File: config.mk
export PLATFORM = sky130hd
export DESIGN_NAME = exception_controller
export DESIGN_NICKNAME = d
export VERILOG_FILES = /design/src/rtl/exception_controller_pkg.sv /design/src/rtl/exception_controller_prio_enc.sv /design/src/rtl/exception_controller.sv
export SDC_FILE = /design/constraint.sdc
export NUM_CORES = 1
export LEC_CHECK = 0
export CORE_MARGIN = 3
export CORE_UTILIZATION = 41
export CTS_CLUSTER_SIZE = 12
export DETAILED_ROUTE_END_ITERATION = 6
export PLACE_DENSITY = 0.95
export SYNTH_ARGS = -nofsm -noshare
export SYNTH_HDL_FRONTEND = slang
export SYNTH_HIERARCHICAL = 1
export SYNTH_SLANG_ARGS = --single-unit
File: constraint.sdc
create_clock -name clk -period 2.5 [get_ports clk]
set_input_delay 0.25 -clock clk [delete_from_list [all_inputs] [get_ports clk]]
set_output_delay 0.25 -clock clk [all_outputs]
set_load 0.05 [all_outputs]
File: src/rtl/exception_controller_pkg.sv
// Shared types and constants for the exception controller.
package exception_controller_pkg;

    typedef enum logic [2:0] {
        ST_IDLE,
        ST_FLUSH,
        ST_VECTOR,
        ST_HANDLER,
        ST_RETURN
    } state_e;

    localparam logic [1:0] EXC_SYSCALL  = 2'd0;
    localparam logic [1:0] EXC_INVALID  = 2'd1;
    localparam logic [1:0] EXC_OVERFLOW = 2'd2;
    localparam logic [1:0] EXC_EXTINT   = 2'd3;

    localparam logic [31:0] VECTOR_BASE_DEF = 32'h0000_0180;

endpackage

File: src/rtl/exception_controller_prio_enc.sv
// Fixed-priority encoder: syscall > invalid > overflow > interrupt.
module exc_prio_enc
    import exception_controller_pkg::*;
(
    input  logic       i_syscall,
    input  logic       i_invalid,
    input  logic       i_overflow,
    input  logic       i_irq,
    output logic [1:0] o_id,
    output logic       o_valid
);

    always_comb begin
        o_id    = EXC_SYSCALL;
        o_valid = 1'b1;
        if (i_syscall) begin
            o_id = EXC_SYSCALL;
        end else if (i_invalid) begin
            o_id = EXC_INVALID;
        end else if (i_overflow) begin
            o_id = EXC_OVERFLOW;
        end else if (i_irq) begin
            o_id = EXC_EXTINT;
        end else begin
            o_valid = 1'b0;
        end
    end

endmodule

File: src/rtl/exception_controller.sv
// Exception sequencer: flush, vector, handler, return, with pending interrupt.
module exception_controller
    import exception_controller_pkg::*;
#(
    parameter logic [31:0] VECTOR_BASE  = VECTOR_BASE_DEF,
    parameter int unsigned FLUSH_CYCLES = 2
) (
    input  logic        clk,
    input  logic        rst,
    input  logic        syscall,
    input  logic        invalid,
    input  logic        overflow,
    input  logic        ext_int,
    input  logic [31:0] pc_in,
    input  logic        eret,
    output logic        stall,
    output logic        flush,
    output logic        pc_load,
    output logic [31:0] pc_target,
    output logic [1:0]  cause,
    output logic [31:0] epc,
    output logic        in_handler,
    output logic        double_fault
);

    localparam logic [2:0] LAST_CNT = 3'(FLUSH_CYCLES - 1);

    state_e      r_state;
    state_e      w_next;
    logic [2:0]  r_cnt;
    logic        r_pend;
    logic [1:0]  r_cause;
    logic [31:0] r_epc;
    logic        r_dfault;
    logic        w_sync;
    logic        w_irq;
    logic [1:0]  w_id;
    logic        w_valid;

    assign w_sync = syscall | invalid | overflow;
    assign w_irq  = ext_int | r_pend;

    exc_prio_enc u_prio (
        .i_syscall  (syscall),
        .i_invalid  (invalid),
        .i_overflow (overflow),
        .i_irq      (w_irq),
        .o_id       (w_id),
        .o_valid    (w_valid)
    );

    always_ff @(posedge clk or negedge rst) begin
        if (!rst) begin
            r_state <= ST_IDLE;
        end else begin
            r_state <= w_next;
        end
    end

    always_comb begin
        w_next = r_state;
        unique case (r_state)
            ST_IDLE:    if (w_valid) w_next = ST_FLUSH;
            ST_FLUSH:   if (r_cnt == LAST_CNT) w_next = ST_VECTOR;
            ST_VECTOR:  w_next = ST_HANDLER;
            ST_HANDLER: if (eret) w_next = ST_RETURN;
            ST_RETURN:  w_next = ST_IDLE;
            default:    w_next = ST_IDLE;
        endcase
    end

    always_ff @(posedge clk or negedge rst) begin
        if (!rst) begin
            r_cnt    <= 3'd0;
            r_pend   <= 1'b0;
            r_cause  <= 2'd0;
            r_epc    <= 32'd0;
            r_dfault <= 1'b0;
        end else begin
            r_cnt <= (r_state == ST_FLUSH) ? r_cnt + 3'd1 : 3'd0;
            if (r_state == ST_IDLE && w_valid) begin
                r_cause <= w_id;
                r_epc   <= pc_in;
            end
            // A losing ext_int in IDLE is kept, not dropped.
            if (r_state == ST_IDLE && w_valid && w_id == EXC_EXTINT) begin
                r_pend <= 1'b0;
            end else if (ext_int) begin
                r_pend <= 1'b1;
            end
            if (r_state == ST_HANDLER && w_sync) begin
                r_dfault <= 1'b1;
            end
        end
    end

    always_comb begin
        stall      = 1'b0;
        flush      = 1'b0;
        pc_load    = 1'b0;
        in_handler = 1'b0;
        pc_target  = 32'd0;
        unique case (r_state)
            ST_FLUSH: begin
                stall = 1'b1;
                flush = 1'b1;
            end
            ST_VECTOR: begin
                stall     = 1'b1;
                pc_load   = 1'b1;
                pc_target = VECTOR_BASE + {26'd0, r_cause, 4'd0};
            end
            ST_HANDLER: in_handler = 1'b1;
            ST_RETURN: begin
                stall     = 1'b1;
                pc_load   = 1'b1;
                pc_target = r_epc;
            end
            default: ;
        endcase
    end

    assign cause        = r_cause;
    assign epc          = r_epc;
    assign double_fault = r_dfault;

endmodule

After elaboration in Yosys (flattened, before gate mapping):

Index checks and enable logic that the tools add are counted.

* output and inout bits: 71
* logic and storage cells: 48
* register bits: 42
* bits of input ports: 39

* reduce and logical (&&, ||, !) cells: 8
* equality and inequality tests: 9
* add/subtract/negate cells: 2
* multiplexer cells: 20
* bitwise gates (word level): 3

Operator list (count)
* $pmux 32 s2: 1
* $mux 3: 4
* $pmux 3 s4: 1
* $add 9x6->10 const A: 1
* $mux 1: 10
* $mux 2: 4
* $eq 3x1->1 const B: 2
* $eq 3x2->1 const B: 2
* $ne 2x2->1 const B: 3
* $add 3x1->3 const B: 1
* $eq 3x3->1 const B: 1
* $logic_and 1x1->1: 3
* $logic_not 3->1: 1
* $or 1x1->1: 3
* $reduce_and 3->1: 1
* $reduce_or 3->1: 1
* $eq 2x2->1 const B: 1
* $reduce_bool 2->1: 1
* $reduce_or 2->1: 1

Longest topological paths before layout:

Gate-level depths: netlist (run 1).

* word-level depth: 8
* gate-level depth with buffers: 7
* depth with buffers taken out: 6

Hierarchy:

The synthesis (run 1) kept the hierarchy.

By module, submodules not included
* exception_controller: cells each 152, times used 1, seq. area each 1051.0 µm², area each 1949.4 µm²
* exc_prio_enc: cells each 7, times used 1, seq. area each 0.0 µm², area each 35.0 µm²

Worst setup path after synthesis (run 1):

Ideal clock, no wire load.

* path kind: register -> output
* start point: reg r_state[1]
* end point: out pc_target[4]
* buffers on the path: 2
* required time: 2250 ps
* path slack: 588 ps
* cell stages (with the launch flop): 5
* data arrival time: 1662 ps
* cell sequence: dfrtp_1 > clkbuf_2 > clkbuf_1 > nand3b_1 > a21oi_1

* cells in the longest elaborated chain, start to end: 2
* elaborated cells between the ends (all ways): 3
* those cells by class: 2 x eq/ne; 1 x mux

Ends and longest elaborated chain
* start: declaration: RTL line exception_controller.sv:28 `state_e r_state;`
* start signal: assignment: RTL line exception_controller.sv:56 `r_state <= w_next;`
* $eq 3x3->1 or $eq 3x2->1 (tied branches): RTL line exception_controller.sv:103 `unique case (r_state)`
* $pmux 32 s2 (*): RTL line exception_controller.sv:103
* end: declaration: RTL line exception_controller.sv:19 `output logic [31:0] pc_target,`

Mark *: on every way between the ends. The rest lies on a longest branch, timed or not.

Worst setup path after layout (run 1):

* start point: reg r_state[1]
* end point: out pc_target[8]

The elaborated chain is that of the path after synthesis.

==> flow_metrics.py, run 1 <==
metrics = {
    "finish": {
        "drive_gt1_share_pct": 29.9,
        "nNetsFinal": 311,
        "antenna_cells": 0,
        "area_growth_syn_to_layout_pct": 75.4,
        "final_util_pct": 77.3,
        "fill_cell_instance_count_of_the_final_layout": 294,
    },
    "sta": {
        "grt_setup_unrepaired": "false",
        "final_hold_viol_count": 0,
        "fin_ws_ns": 0.124,
        "post_layout_min_period_ns": 2.38,
        "tns_ns": 0,
        "max_freq_mhz": 421,
        "slew_violations": 0,
        "period_share_pct": 95.0,
        "final.setup_skew_ns": 0.00988,
        "tightest_slew_ns": 0.942,
        "relative_max_transition_margin_pct": 37.2,
        "setup_viol_count_final": 0,
    },
    "cts": {
        "cts-htree-levels": 2,
        "numCtsBuffers": 5,
        "clockBufferDepth": 2,
        "clock_sink_count": 42,
        "post_cts_resized": 0,
        "setup_fix_bufs_post_cts": 0,
        "clk_latency_ns": 0.29,
        "cts.clk_slew.worst_paths_ns": 0.09,
        "number_of_buffers_inserted_by_hold_repair_at_cts": 0,
        "clockRootBuffer": "clkbuf_8",
        "tritoncts": "built",
    },
    "synthesis": {
        "synth.lib_cells_used.distinct": 29,
        "synth-compound-area-share_pct": 3.59,
        "async_reset_ff_share_pct": 100,
        "synth_top_family_by_area": "multiplexers",
        "post_synth_inst_count": 159,
        "synth_simple_gate_area_share_pct": 18.3,
        "yosysSeqAreaShare_pct": 53.0,
        "synth_flop_cell": "dfrtp_1",
        "syn-cell-area_um2": 1980,
        "ys_ff_latch": 42,
        "post_synthesis_adder_cell_area_fraction_pct": 1.26,
        "synth-edff-count": 0,
        "syn_avg_cell_area_um2": 12.5,
        "ys_warn_count": 6,
        "synthMuxAreaShare_pct": 19.3,
        "synthXorXnorAreaFrac_pct": 0.883,
        "synth.net_count": 200,
    },
    "route": {
        "drt_pass1_iterations": 4,
        "routed_wirelength_normalized_by_instance_count_um": 15.4,
        "drcViolationCount": 0,
        "initialDrtViolationCount": 60,
        "drt-vias-per-instance": 4.91,
        "num_vias": 1586,
        "postRouteAntennaNets": 0,
        "wirelength_um": 4960,
    },
    "floorplan": {
        "rows": 24,
        "initial_utilization_pct": 44.1,
        "core_region_area_um2": 4500,
        "boundaryPins": 110,
        "floorplan.die_area_um2": 5710,
        "floorplan.die.width_um": 75.6,
        "die_h_um": 75.6,
    },
    "status": {
        "outcome": "completed",
    },
    "setup_path": {
        "worst_ep_arrival_time_ns": 2.13,
        "crit_path_max_incr_delay_ns": 0.83,
        "setup.worst_path.class": "reg2out",
        "crit_required_ns": 2.25,
        "startpoint_kind_of_the_worst_setup_timing_path": "flip-flop",
        "path_buf_inv": 1,
        "crit_path_top_delay_cell": "clkdlybuf4s50_1",
        "setup.worst_path.end_class": "output port",
        "critical_path_peak_fanout": 17,
        "cp_delay_by_family_top": "buffers and inverters",
        "worstPathCellList": "nand2b_1 -> a21oi_1 -> clkdlybuf4s50_1",
    },
    "grt": {
        "maximum_number_of_pins_on_one_net_before_global_route_repair": 43,
        "globalRouteOverflowTotal": 0,
        "grt_pass1_wl_um": 7820,
        "antenna_found_initial": 0,
        "grt_pass1_vias": 1603,
        "grt_usage_pct": 18.3,
    },
    "power": {
        "pwr_density_cell_nw_per_um2": 1310,
        "internal_power_mw": 2.34,
        "ir_drop_mv": 1.04,
        "sequential_power_share_pct": 28.3,
        "power.share.clock_pct": 9.8,
        "p_sw_share_pct": 48.6,
        "p_comb_share_pct": 61.8,
        "net_switching_mw": 2.21,
        "power_leakage_nw": 1.43,
    },
    "place": {
        "io_buffers": 109,
        "post-place-ws_ns": 0.456,
        "dp_hpwl_um": 3880,
        "routabilityCongestion": 0.721,
    },
    "min_path": {
        "timing.hold.worst.class": "in2async",
    },
    "run": {
        "cap_violations": 0,
    },
}
[final cells by class]
cell class	instances	area, um2	area share, %
flip-flops and latches	42	1050	30.2
well taps	52	65.1	1.87
clock inverters	2	12.5	0.359
clock buffers	6	82.6	2.37
repair buffers	113	1390	40.0
inverters	4	15.0	0.431
multi-input cells	104	861	24.7
[placed cells by master (no fill, tap or decap), types with 2 or more instances in the layout]
cell,instances
ha_1,2
inv_1,4
clkbuf_8,6
a21oi_1,5
nor2_1,6
dfrtp_1,42
buf_4,5
xnor2_1,2
buf_12,28
and2_1,29
nand3b_1,6
nor3_1,2
clkdlybuf4s50_1,79
mux2_2,34
nand2b_1,3
[cells in the mapped netlist, types with 2 or more instances]
| library cell | n | area [um2] |
|---|---|---|
| mux2_2 | 34 | 383 |
| ha_1 | 2 | 25.0 |
| clkbuf_1 | 5 | 18.8 |
| nand3b_1 | 6 | 45.0 |
| nand2b_1 | 3 | 18.8 |
| xnor2_1 | 2 | 17.5 |
| a21oi_1 | 5 | 25.0 |
| dfrtp_1 | 42 | 1050 |
| and2_1 | 29 | 181 |
| nor2_1 | 6 | 22.5 |
| buf_6 | 3 | 33.8 |
| inv_1 | 4 | 15.0 |
| nor3_1 | 2 | 10.0 |
[per-layer routing]
layer	track usage [%]	vias up	wire, um
li1	-	761	-
met1	21.1	757	1960
met2	33.0	66	2630
met3	5.54	2	330
met4	4.66	0	36
met5	0	-	0
[stage by stage]
stage / cell area (um2) / cells / total power, mW / hold slack (ns)
2_1_floorplan: 1980 / 159 / 3.17 / -0.0456
3_3_place_gp: 3390 / 315 / 4.07 / 0.434
3_5_place_dp: 3390 / 315 / 4.15 / 0.449
4_1_cts: 3480 / 323 / 4.60 / 0.126
5_1_grt: 3480 / 323 / 4.79 / 0.160
6_report: 3480 / 323 / 4.56 / 0.0968
[state kept, by name, indices dropped and copies added (netlist names)]
signal,cells
r_state,3
double_fault,1
epc,32
cause,2
r_cnt,3
r_pend,1
[logic make-up after synthesis]
group | count (synthesis)
flops | 42
fa+ha+maj | 2
compound gates | 11
simple gates | 55
buf+inv | 13
xor+xnor | 2
mux | 34
[final timing paths]
check	from	to	slack (ns)	depth (start not counted)
min in group clk	r_cnt[0]	r_cnt[0]	0.46	1
hold reg to reg	r_cnt[0]	r_cnt[0]	0.46	1
setup / recovery	r_state[1]	pc_target[8]	0.12	3
hold / removal	rst	r_state[2]	0.1	1
setup reg to reg	r_state[2]	epc[22]	0.76	3
max in group asynchronous	rst	epc[18]	1.80	1
[power by group through the flow]
| stage | logic (mW) | registers, mW | clock network, mW |
|---|---|---|---|
| floorplan | 0.964 | 2.21 | 0 |
| global placement | 2.79 | 1.28 | 0 |
| detailed placement | 2.84 | 1.31 | 0 |
| CTS | 2.84 | 1.29 | 0.465 |
| global route | 2.94 | 1.35 | 0.496 |
| finish | 2.82 | 1.29 | 0.447 |
(Power assumes the default switching activity.)
==> run 2, diff against run 1 <==
--- a/config.mk
+++ b/config.mk
@@ -6,10 +6,12 @@
 export NUM_CORES = 1
 export LEC_CHECK = 0
 export CORE_MARGIN = 3
-export CORE_UTILIZATION = 41
+export CORE_UTILIZATION = 43
+export CTS_BUF_LIST = sky130_fd_sc_hd__clkbuf_2 sky130_fd_sc_hd__clkbuf_4 sky130_fd_sc_hd__clkbuf_8
 export CTS_CLUSTER_SIZE = 12
 export DETAILED_ROUTE_END_ITERATION = 6
-export PLACE_DENSITY = 0.95
+export PLACE_DENSITY_LB_ADDON = 0.05
+export RECOVER_POWER = 50
 export SYNTH_ARGS = -nofsm -noshare
 export SYNTH_HDL_FRONTEND = slang
 export SYNTH_HIERARCHICAL = 1
==> run 2 against run 1 <==
Net effect:
- the flow now finishes with violations (max-capacitance violations, max-slew violations)
- maximum frequency grew 3.0%
- routed wire length grew 3.6%
- die area shrank 4.3%
- sequential share of layout area grew 0.065 points
- sequential power is essentially flat
- power is essentially flat
- via count grew 0.69%
- global-route usage grew 1.7 points
- clock-buffer cell count grew 2
- final cell count is the same
- combinational power shrank 2%
- clock power grew 13%
- highest routed layer unchanged
==> flow_metrics.py, run 2 (synthesis gave the netlist of run 1 again) <==
metrics = {
    "setup_path": {
        "cp_delay_by_family_top": "buffers and inverters",
        "crit_path_top_delay_cell": "clkdlybuf4s50_1",
        "reg2reg_setup_slack_ns": 0.43,
        "setup.worst_path.class": "reg2out",
        "path_buf_inv": 1,
        "setup.worst_path.end_class": "output port",
        "crit_required_ns": 2.25,
        "worstPathCellList": "nand2b_1 -> o22ai_1 -> clkdlybuf4s50_1",
        "critical_path_peak_fanout": 17,
        "worst_ep_arrival_time_ns": 2.06,
        "crit_path_max_incr_delay_ns": 0.83,
        "startpoint_kind_of_the_worst_setup_timing_path": "flip-flop",
    },
    "sta": {
        "post_layout_min_period_ns": 2.31,
        "final_hold_viol_count": 0,
        "setup_viol_count_final": 0,
        "slew_violations": 43,
        "relative_max_transition_margin_pct": -47.3,
        "max_freq_mhz": 433,
        "grt_setup_unrepaired": "false",
        "final.setup_skew_ns": 0.00595,
        "tns_ns": 0,
        "period_share_pct": 92.3,
        "tightest_slew_ns": 2.21,
    },
    "finish": {
        "multi_input_comb_area_um2": 846,
        "design_area_um2": 3470,
        "largest_reg_flops": 32,
        "fill_cell_instance_count_of_the_final_layout": 297,
        "antenna_cells": 0,
        "nNetsFinal": 311,
        "final_util_pct": 78.7,
        "area_growth_syn_to_layout_pct": 75.0,
        "mostFrequentLayoutCell": "clkdlybuf4s50_1",
        "area.sequential_um2": 1050,
        "layout_common_cells": "clkdlybuf4s50_1 (64), dfrtp_1 (42), mux2_2 (34)",
        "drive_gt1_share_pct": 28.8,
        "layoutNonFillerInstCount": 323,
    },
    "run": {
        "cap_violations": 1,
    },
    "status": {
        "outcome": "complete, but fails checks",
        "violations": "max-capacitance violations, max-slew violations",
    },
    "floorplan": {
        "initial_utilization_pct": 45.0,
        "boundaryPins": 110,
        "core_region_area_um2": 4410,
        "rows": 24,
        "die_h_um": 73.9,
        "floorplan.die.width_um": 73.9,
        "floorplan.die_area_um2": 5470,
    },
    "place": {
        "routabilityCongestion": 0.726,
        "placed_cells_incl_taps": 315,
        "dp_hpwl_um": 3930,
        "cell_area_after_placement_um2": 3390,
        "io_buffers": 109,
    },
    "route": {
        "drt-vias-per-instance": 4.94,
        "drcViolationCount": 0,
        "num_vias": 1597,
        "initialDrtViolationCount": 46,
        "wirelength_um": 5140,
        "postRouteAntennaNets": 0,
        "drt_pass1_iterations": 4,
        "routed_wirelength_normalized_by_instance_count_um": 15.9,
    },
    "grt": {
        "globalRouteOverflowTotal": 0,
        "grt_usage_pct": 20.0,
        "maximum_number_of_pins_on_one_net_before_global_route_repair": 43,
        "grt_pass1_vias": 1698,
        "grt_pass1_wl_um": 8190,
        "antenna_found_initial": 0,
    },
    "cts": {
        "setup_fix_bufs_post_cts": 0,
        "clock_sink_count": 42,
        "cts.clk_slew.worst_paths_ns": 0.08,
        "clockRootBuffer": "clkbuf_8",
        "numCtsBuffers": 5,
        "post_cts_resized": 0,
        "number_of_buffers_inserted_by_hold_repair_at_cts": 0,
        "tritoncts": "built",
        "clk_latency_ns": 0.29,
        "cts-htree-levels": 2,
        "clockBufferDepth": 2,
    },
    "power": {
        "pwr_density_cell_nw_per_um2": 1310,
        "p_comb_share_pct": 60.8,
        "internal_power_mw": 2.34,
        "ir_drop_mv": 0.852,
        "power.share.clock_pct": 11.0,
        "power_leakage_nw": 1.42,
        "net_switching_mw": 2.21,
        "sequential_power_share_pct": 28.1,
        "p_sw_share_pct": 48.6,
        "report.power.total_mw": 4.56,
    },
    "min_path": {
        "timing.hold.worst.class": "reg2reg",
    },
}
## run 2: routing by layer
metal / GRT usage (%) / wire length [um] / up-vias / part of all wire (%)
met3: 8.11 / 451 / 2 / 8.8
met5: 0 / 0 / - / 0
met1: 25.1 / 1990 / 768 / 39
li1: - / - / 761 / -
met2: 32.0 / 2680 / 66 / 52
met4: 5.43 / 14 / 0 / 0.27
## run 2: area by class of cell
cell class | count | share of cell area [%]
tap | 52 | 1.87
clock buffer | 8 | 3.17
inverter | 4 | 0.432
multi-input combinational | 104 | 24.4
sequential | 42 | 30.3
timing repair buffer | 113 | 39.9
## run 2: path summary, 6_finish.rpt
check	startpoint	to	cells after the start
max reg2reg	r_state[0]	epc[26]	3
max	r_state[1]	stall	3
min in group asynchronous	rst	epc[6]	1
max in group asynchronous	rst	epc[26]	1
min	double_fault	double_fault	1
min reg2reg	double_fault	double_fault	1
## run 2: worst register-to-register path, cell delays in order (launching register included)
cell	delay [ns]
dfrtp_1	0.54
nor4b_1	0.41
clkbuf_1	0.59
mux2_2	0.42
## run 2: metrics by stage
step / setup slack (ns) / hold slack, ns
after floorplan: 0.588 / -0.0456
final: 0.193 / 0.460
after CTS: 0.139 / 0.112
after global routing: 0.0523 / 0.473
after detailed placement: 0.468 / 0.450
after global placement: 0.487 / 0.443
## run 2: power groups by stage
stage,registers (mW),logic (mW),clock network [mW]
2_1_floorplan,2.21,0.964,0
3_3_place_gp,1.29,2.81,0
3_5_place_dp,1.31,2.85,0
4_1_cts,1.30,2.86,0.519
5_1_grt,1.34,2.90,0.547
6_report,1.28,2.77,0.503
==> run 3, diff against run 2 <==
--- a/config.mk
+++ b/config.mk
@@ -5,6 +5,7 @@
 export SDC_FILE = /design/constraint.sdc
 export NUM_CORES = 1
 export LEC_CHECK = 0
+export CAP_MARGIN = 10
 export CORE_MARGIN = 3
 export CORE_UTILIZATION = 43
 export CTS_BUF_LIST = sky130_fd_sc_hd__clkbuf_2 sky130_fd_sc_hd__clkbuf_4 sky130_fd_sc_hd__clkbuf_8
==> results of run 3 <==
Final layout, timing and power as in run 2 (identical DEF).
